## src/rtl/jstk_spi_reader.sv

```systemverilog
// SPI mode-0 master that polls the PmodJSTK every POLL_PERIOD cycles and
// publishes the raw X/Y stick position and button bits from a 5-byte frame.
module jstk_spi_reader #(
  parameter int unsigned CLK_DIV     = 50,
  parameter int unsigned SS_SETUP    = 1500,
  parameter int unsigned BYTE_GAP    = 1000,
  parameter int unsigned POLL_PERIOD = 100000
) (
  input  logic       CLK,
  input  logic       RST,
  input  logic [1:0] led_cmd,
  input  logic       MISO,
  output logic       SS,
  output logic       SCLK,
  output logic       MOSI,
  output logic [9:0] x_pos,
  output logic [9:0] y_pos,
  output logic [2:0] buttons,
  output logic       sample_valid,
  output logic       busy
);

  localparam int unsigned MAX_A   = (CLK_DIV > SS_SETUP) ? CLK_DIV : SS_SETUP;
  localparam int unsigned MAX_B   = (BYTE_GAP > POLL_PERIOD) ? BYTE_GAP : POLL_PERIOD;
  localparam int unsigned MAX_CNT = (MAX_A > MAX_B) ? MAX_A : MAX_B;
  localparam int unsigned CNT_W   = $clog2(MAX_CNT + 1);

  localparam logic [CNT_W-1:0] POLL_LAST  = CNT_W'(POLL_PERIOD - 1);
  localparam logic [CNT_W-1:0] SETUP_LAST = CNT_W'(SS_SETUP - 1);
  localparam logic [CNT_W-1:0] DIV_LAST   = CNT_W'(CLK_DIV - 1);
  localparam logic [CNT_W-1:0] GAP_LAST   = CNT_W'(BYTE_GAP - 1);

  typedef enum logic [2:0] {
    ST_IDLE,
    ST_SETUP,
    ST_SHIFT,
    ST_GAP,
    ST_DONE
  } state_e;

  state_e           state_q, state_d;
  logic [CNT_W-1:0] cnt_q, cnt_d;
  logic [2:0]       bit_q, bit_d;
  logic [2:0]       byte_q, byte_d;
  logic [6:0]       tx_q, tx_d;
  logic [7:0]       rx_q, rx_d;
  logic [1:0]       led_q, led_d;
  logic [7:0]       x_lo_q, x_lo_d, y_lo_q, y_lo_d;
  logic [1:0]       x_hi_q, x_hi_d, y_hi_q, y_hi_d;
  logic [9:0]       x_q, x_d, y_q, y_d;
  logic [2:0]       btn_q, btn_d;
  logic             ss_q, ss_d, sclk_q, sclk_d, mosi_q, mosi_d;
  logic             valid_q, valid_d, busy_q, busy_d;

  // State and datapath registers; reset aborts any transaction in flight.
  always_ff @(posedge CLK) begin
    if (RST) begin
      state_q <= ST_IDLE;
      cnt_q   <= '0;
      bit_q   <= '0;
      byte_q  <= '0;
      tx_q    <= '0;
      rx_q    <= '0;
      led_q   <= '0;
      x_lo_q  <= '0;
      x_hi_q  <= '0;
      y_lo_q  <= '0;
      y_hi_q  <= '0;
      x_q     <= '0;
      y_q     <= '0;
      btn_q   <= '0;
      ss_q    <= 1'b1;
      sclk_q  <= 1'b0;
      mosi_q  <= 1'b0;
      valid_q <= 1'b0;
      busy_q  <= 1'b0;
    end else begin
      state_q <= state_d;
      cnt_q   <= cnt_d;
      bit_q   <= bit_d;
      byte_q  <= byte_d;
      tx_q    <= tx_d;
      rx_q    <= rx_d;
      led_q   <= led_d;
      x_lo_q  <= x_lo_d;
      x_hi_q  <= x_hi_d;
      y_lo_q  <= y_lo_d;
      y_hi_q  <= y_hi_d;
      x_q     <= x_d;
      y_q     <= y_d;
      btn_q   <= btn_d;
      ss_q    <= ss_d;
      sclk_q  <= sclk_d;
      mosi_q  <= mosi_d;
      valid_q <= valid_d;
      busy_q  <= busy_d;
    end
  end

  // Next-state and registered-output logic.
  always_comb begin
    state_d = state_q;
    cnt_d   = cnt_q;
    bit_d   = bit_q;
    byte_d  = byte_q;
    tx_d    = tx_q;
    rx_d    = rx_q;
    led_d   = led_q;
    x_lo_d  = x_lo_q;
    x_hi_d  = x_hi_q;
    y_lo_d  = y_lo_q;
    y_hi_d  = y_hi_q;
    x_d     = x_q;
    y_d     = y_q;
    btn_d   = btn_q;
    ss_d    = ss_q;
    sclk_d  = sclk_q;
    mosi_d  = mosi_q;
    valid_d = 1'b0;

    case (state_q)
      ST_IDLE: begin
        ss_d   = 1'b1;
        sclk_d = 1'b0;
        mosi_d = 1'b0;
        if (cnt_q == POLL_LAST) begin
          state_d = ST_SETUP;
          cnt_d   = '0;
          ss_d    = 1'b0;
          led_d   = led_cmd;
        end else begin
          cnt_d = CNT_W'(cnt_q + 1'b1);
        end
      end
      ST_SETUP: begin
        if (cnt_q == SETUP_LAST) begin
          // Byte0 is {6'b100000, led}: MSB goes out now, the rest is queued.
          state_d = ST_SHIFT;
          cnt_d   = '0;
          byte_d  = '0;
          bit_d   = '0;
          mosi_d  = 1'b1;
          tx_d    = {5'b00000, led_q};
        end else begin
          cnt_d = CNT_W'(cnt_q + 1'b1);
        end
      end
      ST_SHIFT: begin
        if (cnt_q == DIV_LAST) begin
          cnt_d = '0;
          if (!sclk_q) begin
            sclk_d = 1'b1;
            rx_d   = {rx_q[6:0], MISO};
          end else begin
            sclk_d = 1'b0;
            if (bit_q == 3'd7) begin
              mosi_d = 1'b0;
              case (byte_q)
                3'd0:    x_lo_d = rx_q;
                3'd1:    x_hi_d = rx_q[1:0];
                3'd2:    y_lo_d = rx_q;
                3'd3:    y_hi_d = rx_q[1:0];
                default: ;
              endcase
              if (byte_q == 3'd4) begin
                state_d = ST_DONE;
                ss_d    = 1'b1;
                x_d     = {x_hi_q, x_lo_q};
                y_d     = {y_hi_q, y_lo_q};
                btn_d   = rx_q[2:0];
                valid_d = 1'b1;
              end else begin
                state_d = ST_GAP;
              end
            end else begin
              bit_d  = 3'(bit_q + 3'd1);
              mosi_d = tx_q[6];
              tx_d   = {tx_q[5:0], 1'b0};
            end
          end
        end else begin
          cnt_d = CNT_W'(cnt_q + 1'b1);
        end
      end
      ST_GAP: begin
        if (cnt_q == GAP_LAST) begin
          state_d = ST_SHIFT;
          cnt_d   = '0;
          byte_d  = 3'(byte_q + 3'd1);
          bit_d   = '0;
          tx_d    = '0;
          mosi_d  = 1'b0;
        end else begin
          cnt_d = CNT_W'(cnt_q + 1'b1);
        end
      end
      ST_DONE: begin
        state_d = ST_IDLE;
        cnt_d   = '0;
        ss_d    = 1'b1;
      end
      default: begin
        state_d = ST_IDLE;
        cnt_d   = '0;
        ss_d    = 1'b1;
        sclk_d  = 1'b0;
        mosi_d  = 1'b0;
      end
    endcase

    busy_d = (state_d != ST_IDLE);
  end

  assign SS           = ss_q;
  assign SCLK         = sclk_q;
  assign MOSI         = mosi_q;
  assign x_pos        = x_q;
  assign y_pos        = y_q;
  assign buttons      = btn_q;
  assign sample_valid = valid_q;
  assign busy         = busy_q;

endmodule
```

## config.mk

```make
export PLATFORM = sky130hd
export DESIGN_NAME = jstk_spi_reader
export DESIGN_NICKNAME = d
export VERILOG_FILES = /design/src/rtl/jstk_spi_reader.sv
export SDC_FILE = /design/constraint.sdc
export NUM_CORES = 1
export LEC_CHECK = 0
export ABC_AREA = 1
export CAP_MARGIN = 20
export CORE_UTILIZATION = 32
export DETAILED_ROUTE_END_ITERATION = 10
export HOLD_SLACK_MARGIN = 0.02
export PLACE_DENSITY = 0.46
export SETUP_SLACK_MARGIN = 0.3
export SLEW_MARGIN = 20
export SYNTH_ARGS = -nofsm -noshare
export SYNTH_HDL_FRONTEND = slang
export SYNTH_SLANG_ARGS = --single-unit
```

## constraint.sdc

```tcl
create_clock -name CLK -period 3.7 [get_ports CLK]
set_input_delay 0.74 -clock CLK [delete_from_list [all_inputs] [get_ports CLK]]
set_output_delay 0.74 -clock CLK [all_outputs]
set_load 0.01 [all_outputs]
```

**Word level (Yosys, flattened, before mapping)**

Index checks and enable logic that the tools add are counted.
W data, S select, Z words.

- Output and inout port bits: 28
- Register bits after elaboration: 91
- Input port bits: 5
- Word-level logic and storage cells: 112

- Eq/ne operators: 20
- $add $sub $neg: 3
- Mux-type cells: 43
- Bitwise operators: 7
- Reduce and logical (&&, ||, !) cells: 20

Operators with widths:

| kind | number |
|---|---|
| $mux W17 | 4 |
| $pmux W17 S4 | 1 |
| $mux W3 | 13 |
| $mux W7 | 5 |
| $reduce_and A5 Y1 | 7 |
| $pmux W7 S3 | 1 |
| $add A17 B1 Y17 const B | 1 |
| $eq A17 B10 Y1 const B | 1 |
| $eq A17 B11 Y1 const B | 1 |
| $eq A17 B17 Y1 const B | 1 |
| $eq A17 B6 Y1 const B | 1 |
| $ne A2 B2 Y1 const B | 7 |
| $mux W1 | 13 |
| $eq A3 B2 Y1 const B | 4 |
| $pmux W3 S4 | 1 |
| $eq A3 B3 Y1 const B | 3 |
| $pmux W3 S3 | 1 |
| $not A1 Y1 | 7 |
| $add A3 B1 Y3 const B | 2 |
| $eq A3 B1 Y1 const B | 2 |
| $logic_not A3 Y1 | 2 |
| $pmux W3 S2 | 1 |
| $reduce_and A3 Y1 | 2 |
| $reduce_and A6 Y1 | 1 |
| 9 further kinds | 11 |

**Longest topological paths before layout**

Gate-level depths: netlist of the first run.

- Depth after elaboration: 7
- Depth in mapped cells: 14
- Mapped depth without buffers: 14

**Worst setup path before layout of the first run**

Ideal clock, no wire load.

- Path kind: register -> register
- Start point: reg cnt_q[0]
- End point: reg cnt_q[0]
- Path slack: 1983 ps
- Data required time: 3582 ps
- Arrival time: 1599 ps
- Clock period less this slack: 1717 ps
- Path buffers: 1
- Stages on the path, launching flop included: 12
- Library setup time: 118 ps
- Cells stage by stage: dfxtp_1 ha_1 inv_1 nor2_1 nand2_1 nor2_1 nand2_2 nand2_2 nand3_1 o21ai_2 buf_4 nor2_1

- Longest elaborated chain between the ends: 3
- Elaborated cells on any way between the ends: 10
- Classes of those cells: 1 x add/sub; 4 x eq/ne; 5 x mux

RTL lines:

| item | RTL line | text |
|---|---|---|
| start: declaration | 42 | `logic [CNT_W-1:0] cnt_q, cnt_d;` |
| start signal: assignment | 79 | `cnt_q <= cnt_d;` |
| $add A17 B1 Y17 (tied with other cells) | - |  |
| $mux W17, on equally long branches | - |  |
| $pmux W17 S4 * | 121 | `case (state_q)` |

Every way passes the cells marked *; elsewhere a longest branch is shown, timed or not.
A chain may end at the register's enable or synchronous reset.

**Worst setup path in the final report of the first run**

- Start point: reg cnt_q[0]
- End point: reg tx_q[2]

- Longest elaborated chain between the ends: 3
- Elaborated cells on any way between the ends: 7
- Classes of those cells: 6 x eq/ne; 1 x reduce/logical

RTL lines:

| item | RTL line | text |
|---|---|---|
| $eq A17 B10 Y1 (tied with other cells) | 186 | `if (cnt_q == GAP_LAST) begin` |
| $ne A2 B2 Y1 (no source line) | - |  |
| $reduce_and A6 Y1 (no source line) * | - |  |
| end signal: assignment | 82 | `tx_q <= tx_d;` |
| end: declaration | 45 | `logic [6:0] tx_q, tx_d;` |

Marks and branches as above.

==> metrics, run 1 <==
hpwl dp=6924 microns; max_cap viols=0; setup TNS=0 ns; Power per Cell Area=423.2 nW/um^2; Clk pin slew, worst setup/hold paths=0.06 ns; CTS resizes=0; area post-placement=4637 sq um; Die Span Y=116.5 microns; post-route ant nets=0; gr busiest metal=met2; Crit Path Category=flop to flop; Worst EP required=3.98 ns; Worst-Skew Late Latency=0.34 ns; Syn Nets=626; DRT iter0 DRCs=134; count leader, synth=nor2_1; drt pass-1 iters=4; WL/cell=12.07 microns; Yosys warnings=0; post-CTS setup buffer count=0; Final Max Tran Viols=0; met2 usage in global routing=0.2525; final WL=9803 microns; RSZ-0062 raised after global routing=false; ratio of cells with drive above 1 in the final layout=0.05156; slew of the pin with the lowest slew margin=0.9289 ns; final setup fails=0; Final Skew=0.007759 ns; CTS tree=yes; minimum clock period=2.432 ns; Overflow after GRT=0; Max Fclk=411.2 MHz; CP max FO=12; GPL Wtd Cong=0.8805; die area=13570 sq um; Syn Area/Cell=6.866 sq um; vias=3665; Rel. slew slack=0.3807; synthesis-stage register bit count=91; I/O Pins=33; Max VDD drop=0.0001586 V; H-Tree Depth=3; area leader, netlist=dfxtp_1; cells after synthesis=611; initial antenna violation count=0; Initial Util=0.3298; site row count=41; Setup crit end kind=flop; Post-route DRC=0; cell area after layout=4987 sq um; CTS Hold Buffers Added=0; Num Clock Sinks=91; via-per-instance ratio=4.514; met1 Usage GRT=0.2025; GR Util All Layers=0.1562; GR Layer Usage met3=0.03010; area grow syn2layout=18.88%; largest net degree at the start of global routing=59; Port Buffers=32; Synth area leaders=dfxtp_1 43%, nor2_1 15%, nand2_1 8.9%; Crit path arrival time=2.71 ns; vias in the first global route=3412; Pleak=0.002128 uW; Async SR Flop Fraction=0; Hold Crit Class=flop to flop; Ant. Diodes=0; Num CTS Buffers=9; clock buffer depth=2; root buffer cell=clkbuf_16; top_reg_cell synth=dfxtp_1; first-pass GRT wire length=16360 microns; number of synthesized flops with an enable pin=0; type of origin of the critical path=flop; status=complete, no violations; Die W=116.5 microns; total power=2111 uW; Synth top cells by count=169 x nor2_1, 100 x nand2_1, 91 x dfxtp_1, 71 x inv_1; register area share after synthesis=0.4342; library cells used by synthesis=28; Tcrit/Tclk final=0.6573; final net count=651; Post-Syn Area=4195 sq um; post-synth top area share=0.4342; fin util=0.3920; endpoints failing hold=0; Core Box Area=12720 sq um
==> worst max-delay path, cell delays in order (launching register included) <==
cell	delay, ns
dfxtp_1	0.40
ha_1	0.20
inv_1	0.06
nor2_1	0.09
nand2_1	0.06
nor2_1	0.15
nand2_2	0.11
nand2_2	0.11
nand2_1	0.06
nor2_1	0.59
nand2_2	0.27
nand2_1	0.12
nand2_1	0.05
nor2_1	0.10
==> per-stage QoR <==
step                cells  hold WS, ns  worst slack [ns]
finish                812       0.4589             1.268
global route          812       0.4768            0.9305
CTS                   812       0.4647             1.254
detailed placement    797       0.4551             1.220
global placement      797       0.4546             1.286
floorplan             611       0.4239             1.983
==> metal layers <==
layer  vias to the layer above  share of wire
li1                       1954              -
met1                      1619           0.49
met2                        75           0.44
met3                        17          0.044
met4                         0          0.022
met5                         -              0
==> final timing paths <==
kind                         startpoint                     to  slack, ns  depth (start not counted)
hold / removal    led_q[1]$_SDFFE_PP0P_  led_q[1]$_SDFFE_PP0P_       0.46                          2
hold reg to reg   led_q[1]$_SDFFE_PP0P_  led_q[1]$_SDFFE_PP0P_       0.46                          2
setup / recovery    cnt_q[0]$_SDFF_PP0_   tx_q[2]$_SDFFE_PP0P_       1.27                         13
setup reg to reg    cnt_q[0]$_SDFF_PP0_   tx_q[2]$_SDFFE_PP0P_       1.27                         13
==> power by group <==
part | total, uW | internal, uW | switching (uW)
sequential | 986 | 982 | 4.08
combinational | 45.7 | 16.5 | 29.3
clock | 1080 | 693 | 385
total | 2110 | 1690 | 419
==> registers in the layout (all words and copies together) (netlist names) <==
| register | flops |
|---|---|
| cnt_q | 17 |
| x_pos | 10 |
| y_pos | 10 |
| rx_q | 8 |
| x_lo_q | 8 |
| y_lo_q | 8 |
| tx_q | 7 |
| bit_q | 3 |
| buttons | 3 |
| byte_q | 3 |
| state_q | 3 |
| led_q | 2 |
| x_hi_q | 2 |
| y_hi_q | 2 |
| MOSI | 1 |
| SCLK | 1 |
| SS | 1 |
| busy | 1 |
| sample_valid | 1 |
==> logic make-up (layout without fill, tap and decap cells) <==
family,count (synthesis),after routing,synth area share
AOI/OAI and AO/OA,71,71,0.08649
xor gates and xnor gates,14,14,0.02923
adders and majority gates,10,10,0.02982
buffers and inverters,94,123,0.09216
DFF,91,91,0.4342
and+or+nand+nor,331,331,0.3281
==> cell type report <==
| class | count | area [sq um] |
|---|---|---|
| Clock buffer | 11 | 252.7 |
| Clock inverter | 4 | 97.59 |
| Fill cell | 1431 | 7735 |
| Inverter | 74 | 277.8 |
| Multi-Input combinational cell | 426 | 1987 |
| Sequential cell | 91 | 1822 |
| Tap cell | 172 | 215.2 |
| Timing Repair Buffer | 34 | 335.3 |
==> layout by cell type (no fill, tap or decap), types with 3 or more instances in the layout <==
| master | n |
|---|---|
| nor2_1 | 169 |
| nand2_1 | 100 |
| dfxtp_1 | 91 |
| inv_1 | 71 |
| clkdlybuf4s50_1 | 32 |
| nand3_1 | 26 |
| a21oi_1 | 26 |
| o21ai_0 | 22 |
| o21ai_1 | 20 |
| nand4_1 | 13 |
| xor2_1 | 11 |
| nor3_1 | 10 |
| ha_1 | 10 |
| clkbuf_16 | 9 |
| nand2_2 | 5 |
| inv_2 | 3 |
| xnor2_1 | 3 |
| bufinv_16 | 3 |
No activity file was read; power rests on OpenSTA's default activity.
==> inputs of run 2 (changes only) <==
- clock period: 3.7 -> 2.51 ns (I/O delays scaled with it)
==> metrics, run 2 (synthesis results as in run 1) <==
H-Tree Depth=3 (unchanged); setup TNS=0 ns (unchanged); slowest stage delay, CP=0.34 ns (-0.25 ns); final setup fails=0 (unchanged); CP Buf/Inv Count=3 (+2); type of origin of the critical path=flop; Cell Chain, Critical Path=inv_1 -> ha_1 -> inv_1 -> nor2_1 -> nand2_1 -> nor2_1 -> nand2_2 -> nor3_4 -> nand2_4 -> buf_4 -> o21ai_0 -> nor2_1; Worst EP required=2.75 ns (-1.23 ns); most flop-heavy register=cnt_q; CP max FO=10 (-2); setup ws final=0.5074 ns (-0.7607 ns); commonest non-fill, non-tap cell in the layout=nor2_1; Most common cell on crit path=nor2_1; Tcrit/Tclk final=0.7979 (+0.1406); CP max-delay cell=dfxtp_1; area grow syn2layout=22.28%; Hold Crit Class=flop to flop; Die W=116.5 microns (unchanged); clock buffer depth=2 (unchanged); RSZ-0062 raised after global routing=false; Final Max Tran Viols=0 (unchanged); minimum clock period=2.003 ns (-0.4293 ns); max_cap viols=0 (unchanged); DRT iter0 DRCs=165 (+23%); Num CTS Buffers=9 (unchanged); via-per-instance ratio=4.439 (-1.6%); crit-path leading delay family=simple AND/OR/NAND/NOR gates; Worst-Skew Late Latency=0.35 ns (about the same); Final Skew=0.005516 ns (-0.002243 ns); CTS tree=yes; Max VDD drop=0.0003437 V (+120%); Num Clock Sinks=91 (unchanged); Max Fclk=499.3 MHz (+21%); Setup crit end kind=flop; Overflow after GRT=0 (unchanged); Pleak=0.002215 uW (+4.1%); Ant. Diodes=0 (unchanged); CTS Hold Buffers Added=0 (unchanged); Crit Path Category=flop to flop; dpl ws=0.2001 ns (-1.020 ns); post-route ant nets=0 (unchanged); final WL=10020 microns (+2.2%); Initial Util=0.3298 (unchanged); vias=3689 (+0.65%); Power per Cell Area=588.2 nW/um^2 (+39%); final net count=669 (+2.8%); Post-route DRC=0 (unchanged); site row count=41 (unchanged); first-pass GRT wire length=16570 microns (+1.3%); most frequent cells in the layout=169 x nor2_1, 100 x nand2_1, 89 x dfxtp_1, 70 x inv_1, 32 x clkdlybuf4s50_1; max reg flops=17 (unchanged); die area=13570 sq um (unchanged); Die Span Y=116.5 microns (unchanged); largest net degree at the start of global routing=52 (-12%); GR Util All Layers=0.1591 (+0.002970); initial antenna violation count=0 (unchanged); Core Box Area=12720 sq um (unchanged); ratio of cells with drive above 1 in the final layout=0.08498 (+0.03341); slew of the pin with the lowest slew margin=0.4528 ns (-0.4761 ns); vias in the first global route=3418 (+0.18%); endpoints failing hold=0 (unchanged); Clk pin slew, worst setup/hold paths=0.07 ns (about the same); status=complete, no violations; Crit path arrival time=2.24 ns (-0.47 ns); drt pass-1 iters=4 (unchanged); root buffer cell=clkbuf_16; WL/cell=12.06 microns (-0.14%); hpwl dp=7082 microns (+2.3%); Rel. slew slack=0.6981 (+0.3174); I/O Pins=33 (unchanged); GPL Wtd Cong=0.8176 (-7.1%); Port Buffers=32 (unchanged)
[run 2: area by class of cell]
cell class | instances | area [sq um]
flip-flops and latches | 91 | 1824
repair buffers | 51 | 462.9
fillers | 1416 | 7592
inverters | 74 | 284.0
clock buffers | 10 | 239.0
multi-input cells | 427 | 2017
well taps | 172 | 215.2
clock inverters | 6 | 87.58
[run 2: through the flow]
stage | hold WS, ns | std cells | util | power [uW] | instance area (sq um)
2_1_floorplan | 0.4239 | 611 | - | 1535 | 4195
3_3_place_gp | 0.4390 | 803 | 0.3680 | 1556 | 4682
3_5_place_dp | 0.4460 | 803 | 0.3680 | 1557 | 4682
4_1_cts | 0.4596 | 819 | 0.3946 | 3056 | 5020
5_1_grt | 0.4779 | 831 | 0.4032 | 3126 | 5130
6_report | 0.4557 | 831 | 0.4032 | 3017 | 5130
[run 2: worst reg2reg max path, cell delays in order (launching register included)]
cell and delay, ns:
dfxtp_1 0.34, inv_1 0.06, ha_1 0.17, inv_1 0.06
nor2_1 0.09, nand2_1 0.05, nor2_1 0.15, nand2_2 0.12
nor3_4 0.31, nand2_4 0.14, buf_4 0.20, o21ai_0 0.16
nor2_1 0.05
[run 2: power by group]
group / internal, uW / switching, uW
logic: 26.2 / 43.0
clock network: 902 / 593
registers: 1450 / 5.98
total: 2380 / 642
[run 2: worst paths after layout]
check | depth (start not counted) | endpoint | start | slack [ns]
worst max-delay path | 12 | buttons[1]$_SDFFE_PP0P_ | cnt_q[1]$_SDFF_PP0_ | 0.51
worst min-delay path | 2 | led_q[1]$_SDFFE_PP0P_ | led_q[1]$_SDFFE_PP0P_ | 0.46
worst max register to register | 12 | buttons[1]$_SDFFE_PP0P_ | cnt_q[1]$_SDFF_PP0_ | 0.51
worst min register to register | 2 | led_q[1]$_SDFFE_PP0P_ | led_q[1]$_SDFFE_PP0P_ | 0.46
[run 2: layer usage]
layer	part of all wire	wire length (microns)	track usage	up-vias
met5	0	0	0	-
met4	0.018	177	0.07094	0
met3	0.028	283	0.02750	11
met2	0.46	4586	0.2611	49
met1	0.50	4970	0.2044	1631
li1	-	-	-	1998
[run 2: repair_timing]
action,in CTS,in global routing
buffers inserted,0,11
resized for setup,3,5
gates cloned,0,1
pin swaps,0,4
endpoints found under the setup margin,28,36
